`src/rtl/parity_mult_responder_if.sv`:
```
// Request/acknowledge bundle between a multiplier requester and the parity_mult_responder.
// The requester drives the operands and the DUT returns the ack, the result and its status.
interface parity_mult_responder_if #(
  parameter int DATA_W = 16
);
  logic                  req;
  logic [DATA_W-1:0]     arg_a;
  logic                  arg_a_parity;
  logic [DATA_W-1:0]     arg_b;
  logic                  arg_b_parity;
  logic                  ack;
  logic [2*DATA_W-1:0]   result;
  logic                  result_parity;
  logic                  result_rdy;
  logic                  arg_parity_error;

  modport master (
    output req, arg_a, arg_a_parity, arg_b, arg_b_parity,
    input  ack, result, result_parity, result_rdy, arg_parity_error
  );

  modport slave (
    input  req, arg_a, arg_a_parity, arg_b, arg_b_parity,
    output ack, result, result_parity, result_rdy, arg_parity_error
  );
endinterface

```
`src/rtl/parity_mult_responder.sv`:
```
// Parity-checked signed multiplier responder: checks operand parity, then forms the product
// with a DATA_W-cycle sign-magnitude shift-add loop and returns it with its own parity.
module parity_mult_responder #(
  parameter int DATA_W = 16
) (
  input  logic                    clk,
  input  logic                    rst_n,
  parity_mult_responder_if.slave  bus
);
  localparam int CNT_W = (DATA_W > 1) ? $clog2(DATA_W) : 1;
  localparam logic [CNT_W-1:0] LAST_CNT = CNT_W'(DATA_W - 1);

  typedef enum logic [1:0] {IDLE, CALC, DONE, ERR} state_t;

  state_t                state_q, state_d;
  logic                  ack_q, ack_d;
  logic                  rdy_q, rdy_d;
  logic [2*DATA_W-1:0]   result_q, result_d;
  logic                  rpar_q, rpar_d;
  logic                  perr_q, perr_d;
  logic [2*DATA_W-1:0]   mcand_q, mcand_d;
  logic [DATA_W-1:0]     mplier_q, mplier_d;
  logic [2*DATA_W-1:0]   acc_q, acc_d;
  logic [CNT_W-1:0]      cnt_q, cnt_d;
  logic                  sign_q, sign_d;

  logic                  par_err;
  logic [DATA_W-1:0]     mag_a, mag_b;
  logic [2*DATA_W-1:0]   acc_sum, prod;

  // -2^(DATA_W-1) negates to itself, which read unsigned is exactly its magnitude.
  assign mag_a   = bus.arg_a[DATA_W-1] ? (-bus.arg_a) : bus.arg_a;
  assign mag_b   = bus.arg_b[DATA_W-1] ? (-bus.arg_b) : bus.arg_b;
  assign par_err = (bus.arg_a_parity != ^bus.arg_a) | (bus.arg_b_parity != ^bus.arg_b);
  assign acc_sum = acc_q + (mplier_q[0] ? mcand_q : '0);
  assign prod    = sign_q ? (-acc_sum) : acc_sum;

  always_ff @(posedge clk or negedge rst_n) begin
    if (!rst_n) begin
      state_q  <= IDLE;
      ack_q    <= 1'b0;
      rdy_q    <= 1'b0;
      result_q <= '0;
      rpar_q   <= 1'b0;
      perr_q   <= 1'b0;
      mcand_q  <= '0;
      mplier_q <= '0;
      acc_q    <= '0;
      cnt_q    <= '0;
      sign_q   <= 1'b0;
    end else begin
      state_q  <= state_d;
      ack_q    <= ack_d;
      rdy_q    <= rdy_d;
      result_q <= result_d;
      rpar_q   <= rpar_d;
      perr_q   <= perr_d;
      mcand_q  <= mcand_d;
      mplier_q <= mplier_d;
      acc_q    <= acc_d;
      cnt_q    <= cnt_d;
      sign_q   <= sign_d;
    end
  end

  // Results are loaded on the edge entering ERR/DONE so they are visible alongside result_rdy.
  always_comb begin
    state_d  = state_q;
    ack_d    = 1'b0;
    rdy_d    = 1'b0;
    result_d = result_q;
    rpar_d   = rpar_q;
    perr_d   = perr_q;
    mcand_d  = mcand_q;
    mplier_d = mplier_q;
    acc_d    = acc_q;
    cnt_d    = cnt_q;
    sign_d   = sign_q;
    case (state_q)
      IDLE: begin
        if (bus.req) begin
          ack_d = 1'b1;
          if (par_err) begin
            state_d  = ERR;
            result_d = '0;
            rpar_d   = 1'b0;
            perr_d   = 1'b1;
            rdy_d    = 1'b1;
          end else begin
            state_d  = CALC;
            cnt_d    = '0;
            acc_d    = '0;
            mcand_d  = {{DATA_W{1'b0}}, mag_a};
            mplier_d = mag_b;
            sign_d   = bus.arg_a[DATA_W-1] ^ bus.arg_b[DATA_W-1];
          end
        end
      end
      CALC: begin
        acc_d    = acc_sum;
        mcand_d  = mcand_q << 1;
        mplier_d = mplier_q >> 1;
        cnt_d    = cnt_q + CNT_W'(1);
        if (cnt_q == LAST_CNT) begin
          state_d  = DONE;
          result_d = prod;
          rpar_d   = ^prod;
          perr_d   = 1'b0;
          rdy_d    = 1'b1;
        end
      end
      DONE:    state_d = IDLE;
      ERR:     state_d = IDLE;
      default: state_d = IDLE;
    endcase
  end

  assign bus.ack              = ack_q;
  assign bus.result_rdy       = rdy_q;
  assign bus.result           = result_q;
  assign bus.result_parity    = rpar_q;
  assign bus.arg_parity_error = perr_q;
endmodule

```
`src/flat_wrapper.sv`:
```
// flat-port wrapper written by rule: the top's interface ports become plain ports
module parity_mult_responder_flat 
#(
  parameter int DATA_W = 16
)
  (clk, rst_n, bus_req, bus_arg_a, bus_arg_a_parity, bus_arg_b, bus_arg_b_parity, bus_ack, bus_result, bus_result_parity, bus_result_rdy, bus_arg_parity_error);
  parity_mult_responder_if #(.DATA_W(DATA_W)) bus_i ();
  input  logic clk;
  input  logic rst_n;
  input wire logic [$bits(bus_i.req)-1:0] bus_req;
  input wire logic [$bits(bus_i.arg_a)-1:0] bus_arg_a;
  input wire logic [$bits(bus_i.arg_a_parity)-1:0] bus_arg_a_parity;
  input wire logic [$bits(bus_i.arg_b)-1:0] bus_arg_b;
  input wire logic [$bits(bus_i.arg_b_parity)-1:0] bus_arg_b_parity;
  output wire logic [$bits(bus_i.ack)-1:0] bus_ack;
  output wire logic [$bits(bus_i.result)-1:0] bus_result;
  output wire logic [$bits(bus_i.result_parity)-1:0] bus_result_parity;
  output wire logic [$bits(bus_i.result_rdy)-1:0] bus_result_rdy;
  output wire logic [$bits(bus_i.arg_parity_error)-1:0] bus_arg_parity_error;
  assign bus_i.req = bus_req;
  assign bus_i.arg_a = bus_arg_a;
  assign bus_i.arg_a_parity = bus_arg_a_parity;
  assign bus_i.arg_b = bus_arg_b;
  assign bus_i.arg_b_parity = bus_arg_b_parity;
  assign bus_ack = bus_i.ack;
  assign bus_result = bus_i.result;
  assign bus_result_parity = bus_i.result_parity;
  assign bus_result_rdy = bus_i.result_rdy;
  assign bus_arg_parity_error = bus_i.arg_parity_error;
  parity_mult_responder #(.DATA_W(DATA_W)) u_core (.clk(clk), .rst_n(rst_n), .bus(bus_i));
endmodule
```
`config.mk`:
```
export PLATFORM = sky130hd
export DESIGN_NAME = parity_mult_responder_flat
export DESIGN_NICKNAME = d
export VERILOG_FILES = /design/src/rtl/parity_mult_responder_if.sv /design/src/rtl/parity_mult_responder.sv /design/src/flat_wrapper.sv
export SDC_FILE = /design/constraint.sdc
export NUM_CORES = 1
export LEC_CHECK = 0
export ABC_AREA = 1
export CORE_ASPECT_RATIO = 1.2
export CORE_MARGIN = 2
export CORE_UTILIZATION = 55
export DETAILED_ROUTE_END_ITERATION = 7
export MAX_ROUTING_LAYER = met4
export PLACE_DENSITY = 0.76
export SETUP_SLACK_MARGIN = 0.15
export SLEW_MARGIN = 30
export SYNTH_ARGS = -nofsm -noshare
export SYNTH_HDL_FRONTEND = slang
export SYNTH_SLANG_ARGS = --single-unit
```
`constraint.sdc`:
```
create_clock -name clk -period 3.6 [get_ports clk]
set_input_delay 0.72 -clock clk [delete_from_list [all_inputs] [get_ports clk]]
set_output_delay 0.72 -clock clk [all_outputs]
set_load 0.05 [all_outputs]
```
Word level (Yosys, flattened, before mapping)
Index checks and enable logic that the tools add are counted.
Widths: inputs -> output; s select.

word-level totals
  logic and storage cells = 77
  register bits after elaboration = 123
  input bits = 37
  output and inout port bits = 36

operators by class
  eq/ne operators = 10
  reductions and logical operators = 10
  bitwise gates (word level) = 3
  add/sub/neg operators = 5
  multiplexer cells = 38

operator list
  cell                 number
  $mux 32              9
  $pmux 32 s2          3
  $mux 16              4
  $add 32x32->32       1
  $neg 16->16          2
  $neg 32->32          1
  $pmux 16 s2          1
  $reduce_xor 16->1    2
  $reduce_xor 32->1    1
  $mux 1               11
  $mux 4               2
  $pmux 4 s2           1
  $mux 2               3
  $pmux 1 s2           3
  $pmux 2 s3           1
  $reduce_and 3->1     2
  $add 4x1->4 const B  1
  $eq 2x2->1 const B   2
  $eq 4x4->1 const B   1
  $ne 2x1->1 const B   2
  $ne 2x2->1 const B   2
  $reduce_and 4->1     1
  $eq 2x1->1 const B   1
  $logic_not 2->1      1
  7 further kinds      8

Longest topological paths before layout
  depth in word-level cells = 7
  mapped depth = 36
  depth with buffers taken out = 34

Worst setup path before layout
OpenSTA, ideal clock, no wires.

  path type = reg2reg
  start = register u_core.mplier_q[0]
  end = register u_core.rpar_q, in the netlist u_core.bus.result_parity
  clock period less this slack = 3.672 ns
  data arrival time = 3.555 ns
  path buffers = 2
  setup slack = -0.072 ns
  required time = 3.482 ns
  library setup time = 0.118 ns
  cell stages (with the launch flop) = 32
  path through = dfrtp_1 clkbuf_1 clkbuf_1 nand2_1 inv_1 ha_1 fa_1 inv_1 ha_1 inv_1 a21oi_1 nand3_1 nor2_1 nand3_1 nor2_2 nand3_2 nor2_4 nand3_2 nand2_2 nand2_1 nand2_2 nand2_2 nor2_2 inv_1 nand2_1 nand2_1 nand2_1 nand2_1 nand2_1 nand2_1 nand3_1 nand2_1

on the way
  longest elaborated chain between the ends = 7

ends and longest elaborated chain
  what                    RTL line                      source
  start, declared         parity_mult_responder.sv:22   logic [DATA_W-1:0] mplier_q, mplier_d;
  start signal, assigned  parity_mult_responder.sv:59   mplier_q <= mplier_d;
  $mux 32 *               parity_mult_responder.sv:35   assign acc_sum = acc_q + (mplier_q[0] ? mcand_q : '0);
  $add 32x32->32 *        parity_mult_responder.sv:35
  $neg 32->32             parity_mult_responder.sv:36   assign prod = sign_q ? (-acc_sum) : acc_sum;
  $mux 32 *               parity_mult_responder.sv:36
  $reduce_xor 32->1 *     parity_mult_responder.sv:107  rpar_d = ^prod;
  $mux 1 *                parity_mult_responder.sv:104  if (cnt_q == LAST_CNT) begin
  $pmux 1 s2 *            parity_mult_responder.sv:79   case (state_q)
  end signal, assigned    parity_mult_responder.sv:56   rpar_q <= rpar_d;
  end, declared           parity_mult_responder.sv:19   logic rpar_q, rpar_d;

Mark *: on every way between the ends. The rest lies on a longest branch, timed or not. The select of a mux whose other input is x is not followed.
A chain may end at the register's enable or synchronous reset.

Worst setup path in the final report
Same ends and word-level chain as after synthesis.

==> results.md <==
- Number of clock buffers inserted by TritonCTS: 17
- Multiplexer share of the synthesized area: 0%
- Final setup vio count: 3
- Half-perimeter wire length of the detailed placement result: 21,500 um
- Pin count of the biggest net entering global routing: 76
- Final Hold Viols: 0
- Worst path most repeated cell: sky130_fd_sc_hd__nand2_1
- WL final: 31,400 um
- Die X: 130 um
- Highest Clock Rate: 252 MHz
- Clk root buf: sky130_fd_sc_hd__clkbuf_16
- Final worst-path cycle share: 110%
- Sort of element at the end of the critical path: flip-flop
- Cell type contributing the most total cell area after synthesis: sky130_fd_sc_hd__dfrtp_1
- Crit path time final: 3970 ps
- Worst stage delay on the critical path: 500 ps
- Initial antenna violation count: 0
- Iteration-0 DRC Markers: 876
- Total leakage power: 7.49 nW
- R2r startpoint: u_core.mplier_q[0]$_DFFE_PN0P_
- Source-to-sink clock delay at the later pin of the worst-skew pair: 430 ps
- Row count: 55
- Detailed-route wire length per cell: 14.5 um
- Mean post-synth cell area: 6.14 sq um
- Actual transition at the worst max-transition pin: 821 ps
- Residual antenna-violating net count after detailed routing: 0
- Most common flop cell mapped by yosys: sky130_fd_sc_hd__dfrtp_1
- Number of instances in the placed design: 2,091
- Synth cell types: 37
- Worst hold path class: in2async
- Worst rel slew slack: 45.2%
- Final layout net count: 1,978
- Largest fanout on the critical path: 5
- Synthesized area: 0.0105 sq mm
- Wire length of the first global-routing pass: 48,600 um
- Number of cells in the finished layout apart from fillers: 2,161
- TritonCTS clock tree: built
- Violations in the final reports: DRC, setup timing
- Largest vdd supply drop: 773 uV
- DIE HEIGHT: 155 um
- Share of synthesized cell area in full adder, half adder and majority cells: 5.80%
- Fraction of registers with async set/reset: 100%
- Result of the run: complete, but fails checks
- RSZ-0062 raised after global routing: true
- Number of register bits inferred by synthesis: 123
- Maximum level of the CTS H-tree: 4
- Startpoint types: flip-flop
- Share of the synthesized area in the top cell type: 29.3%
- Inserted Diodes: 0
- Post-layout instance area: 0.0138 sq mm
- Placed standard-cell area: 0.0122 sq mm
- Mapped Nets: 1,794
- Count of synthesis-stage warnings from yosys: 0
- Core Box Area: 0.0188 sq mm
- Ratio of total power to cell area: 955 mW/mm^2
- Type of the worst setup path: reg2reg
- Final Max Tran Viols: 0
- Combinational family with the most area after synthesis: simple AND/OR/NAND/NOR gates
- Vias per Instance: 5.38
- Max_cap viols: 0
- Effective utilization at floorplan: 55.8%
- XOR/XNOR Fraction of Synth Area: 3.92%
- Clock transition at the register clock pins on the worst setup and hold paths after CTS: 60 ps
- Total Neg Setup Slack: -465 ps
- Via count of the first global-routing pass: 10,600
- Number of sinks on the clock net: 123
- Post-Place Worst Slack: -103 ps
- Req. time, crit path: 3930 ps
- RePlAce Congestion: 0.964
- Buffers from clock root to sink, at most: 2
- Area of the die: 0.0202 sq mm
- Ratio of cells with drive above 1 in the final layout: 19.5%
- Growth of design area from synthesis to finish: 31.9%
- Area fraction in and, or, nand and nor cells after synthesis: 40.8%
- Fraction of the yosys area taken by sequential cells: 29.3%
- Initial DRT Pass Iterations: 8
- Arr. time, crit path: 4300 ps
- Complex-gate fraction of the synthesized area: 8.93%
- Setup skew after layout: 9.57 ps
- Number of enable flip-flop cells after synthesis: 0
- Final critical-path setup slack: -372 ps
- Top-level I/O count: 73
- Biggest area contributors in the synthesized netlist: sky130_fd_sc_hd__dfrtp_1, sky130_fd_sc_hd__nand2_1, sky130_fd_sc_hd__inv_1
- Timing startpoint of the critical path: u_core.mplier_q[0]$_DFFE_PN0P_
- DRC Markers: 2
- Count of mapped cells out of synthesis: 1,709
- Worst Hold Margin: 80.8 ps
- Total number of vias: 11,600
- Slowest CP cell: sky130_fd_sc_hd__dfrtp_2
- GRT Total Usage: 30.8%
- Global route total overflow: 0
- Number of buffer cells added on primary ports: 72
report_power, final:
group / switching (mW) / internal [mW]
logic: 5.78 / 3.60
registers: 0.333 / 1.82
clock network: 0.682 / 1.02
total: 6.79 / 6.43
registers in the layout, indices dropped and copies added (netlist names):
register / flops
u_core.mplier_q: 16
u_core.mcand_q: 32
u_core.bus.result: 32
u_core.state_q: 2
u_core.bus.result_parity: 1
u_core.sign_q: 1
u_core.acc_q: 32
u_core.cnt_q: 4
u_core.bus.ack: 1
u_core.bus.result_rdy: 1
u_core.bus.arg_parity_error: 1
placed cells by master (no fill, tap or decap), types with 13 or more instances in the layout:
cell type | synthesis | layout
sky130_fd_sc_hd__a21oi_1 | 27 | 15
sky130_fd_sc_hd__a21oi_2 | 1 | 13
sky130_fd_sc_hd__buf_4 | 0 | 109
sky130_fd_sc_hd__buf_6 | 0 | 17
sky130_fd_sc_hd__clkbuf_16 | 0 | 19
sky130_fd_sc_hd__clkdlybuf4s50_1 | 0 | 71
sky130_fd_sc_hd__dfrtp_1 | 123 | 121
sky130_fd_sc_hd__ha_1 | 47 | 30
sky130_fd_sc_hd__inv_1 | 268 | 258
sky130_fd_sc_hd__inv_2 | 5 | 15
sky130_fd_sc_hd__nand2_1 | 685 | 631
sky130_fd_sc_hd__nand2_2 | 29 | 72
sky130_fd_sc_hd__nand3_1 | 139 | 123
sky130_fd_sc_hd__nand3_2 | 11 | 20
sky130_fd_sc_hd__nand4_1 | 21 | 21
sky130_fd_sc_hd__nor2_1 | 91 | 65
sky130_fd_sc_hd__nor2_2 | 12 | 21
sky130_fd_sc_hd__nor2_4 | 3 | 20
sky130_fd_sc_hd__nor3_1 | 18 | 13
sky130_fd_sc_hd__o211ai_1 | 25 | 25
sky130_fd_sc_hd__o21ai_0 | 78 | 75
sky130_fd_sc_hd__o22ai_1 | 15 | 15
sky130_fd_sc_hd__xnor2_1 | 15 | 14
sky130_fd_sc_hd__xor2_1 | 32 | 32
cell usage after synthesis (2+ instances only):
| master | number |
|---|---|
| sky130_fd_sc_hd__a22o_1 | 2 |
| sky130_fd_sc_hd__a31oi_1 | 2 |
| sky130_fd_sc_hd__and2_1 | 3 |
| sky130_fd_sc_hd__nor4_1 | 2 |
| sky130_fd_sc_hd__inv_2 | 5 |
| sky130_fd_sc_hd__xor2_1 | 32 |
| sky130_fd_sc_hd__o21ai_0 | 78 |
| sky130_fd_sc_hd__nand4_1 | 21 |
| sky130_fd_sc_hd__nor2_4 | 3 |
| sky130_fd_sc_hd__nand2_1 | 685 |
| sky130_fd_sc_hd__nand2_2 | 29 |
| sky130_fd_sc_hd__inv_1 | 268 |
| sky130_fd_sc_hd__nand3_2 | 11 |
| sky130_fd_sc_hd__nor3_1 | 18 |
| sky130_fd_sc_hd__dfrtp_1 | 123 |
| sky130_fd_sc_hd__ha_1 | 47 |
| sky130_fd_sc_hd__buf_1 | 6 |
| sky130_fd_sc_hd__o211ai_1 | 25 |
| sky130_fd_sc_hd__nor2_2 | 12 |
| sky130_fd_sc_hd__nand3_1 | 139 |
| sky130_fd_sc_hd__nor2_1 | 91 |
| sky130_fd_sc_hd__clkbuf_1 | 33 |
| sky130_fd_sc_hd__a21oi_1 | 27 |
| sky130_fd_sc_hd__o221ai_1 | 2 |
| sky130_fd_sc_hd__o21bai_1 | 5 |
| sky130_fd_sc_hd__o22ai_1 | 15 |
| sky130_fd_sc_hd__xnor2_1 | 15 |
timing repair:
item	4_1_cts	5_1_grt
setup buffers	28	9
pin swaps	56	38
hold buffers	0	0
endpoints found under the setup margin	1	6
cloned	0	2
gates resized for setup	84	109
final cells by class:
cell class	count	area, sq um
clock buffers	22	484
clock inverters	9	90.1
fillers	1491	4950
inverters	274	1030
multi-input cells	1273	6960
flip-flops and latches	123	3080
well taps	256	320
repair buffers	204	1870
per-stage QoR:
stage | utilization (%) | total power [mW]
6_report | 73.7 | 13.2
4_1_cts | 70.9 | 12.3
5_1_grt | 73.7 | 14.3
3_3_place_gp | 64.8 | 9.68
3_5_place_dp | 64.8 | 9.91
2_1_floorplan | - | 7.56
worst max-delay path, delay by kind of cell, from the launching register on:
family	cells	cell delay (ps)
simple gates	21	2050
compound gates	1	200
buf+inv	4	280
fa+ha+maj	3	830
flops	1	500
kinds of logic after synthesis:
| kind of cell | Yosys count |
|---|---|
| xor+xnor | 47 |
| buf+inv | 313 |
| flops | 123 |
| compound gates | 161 |
| simple gates | 1017 |
| fa+ha+maj | 48 |
layer usage:
| layer | share of wire (%) | vias up | track usage [%] |
|---|---|---|---|
| met2 | 48 | 509 | 51.5 |
| met1 | 41 | 5234 | 37.8 |
| met5 | 0 | - | - |
| met3 | 6.3 | 152 | 3.16 |
| li1 | - | 5727 | - |
| met4 | 4.9 | 0 | 13.3 |
worst paths after layout:
check / endpoint / slack, ps / cells past startpoint
max: u_core.bus.result_parity$_DFFE_PN0P_ / -370 / 29
min: u_core.mcand_q[1]$_DFFE_PN0P_ / 80 / 1
max reg2reg: u_core.bus.result_parity$_DFFE_PN0P_ / -370 / 29
min reg2reg: u_core.bus.result[19]$_DFFE_PN0P_ / 480 / 2
max in group asynchronous: u_core.bus.result[22]$_DFFE_PN0P_ / 2750 / 2
min in group clk: u_core.bus.result[19]$_DFFE_PN0P_ / 480 / 2
Power figures use the tool's default switching activity.
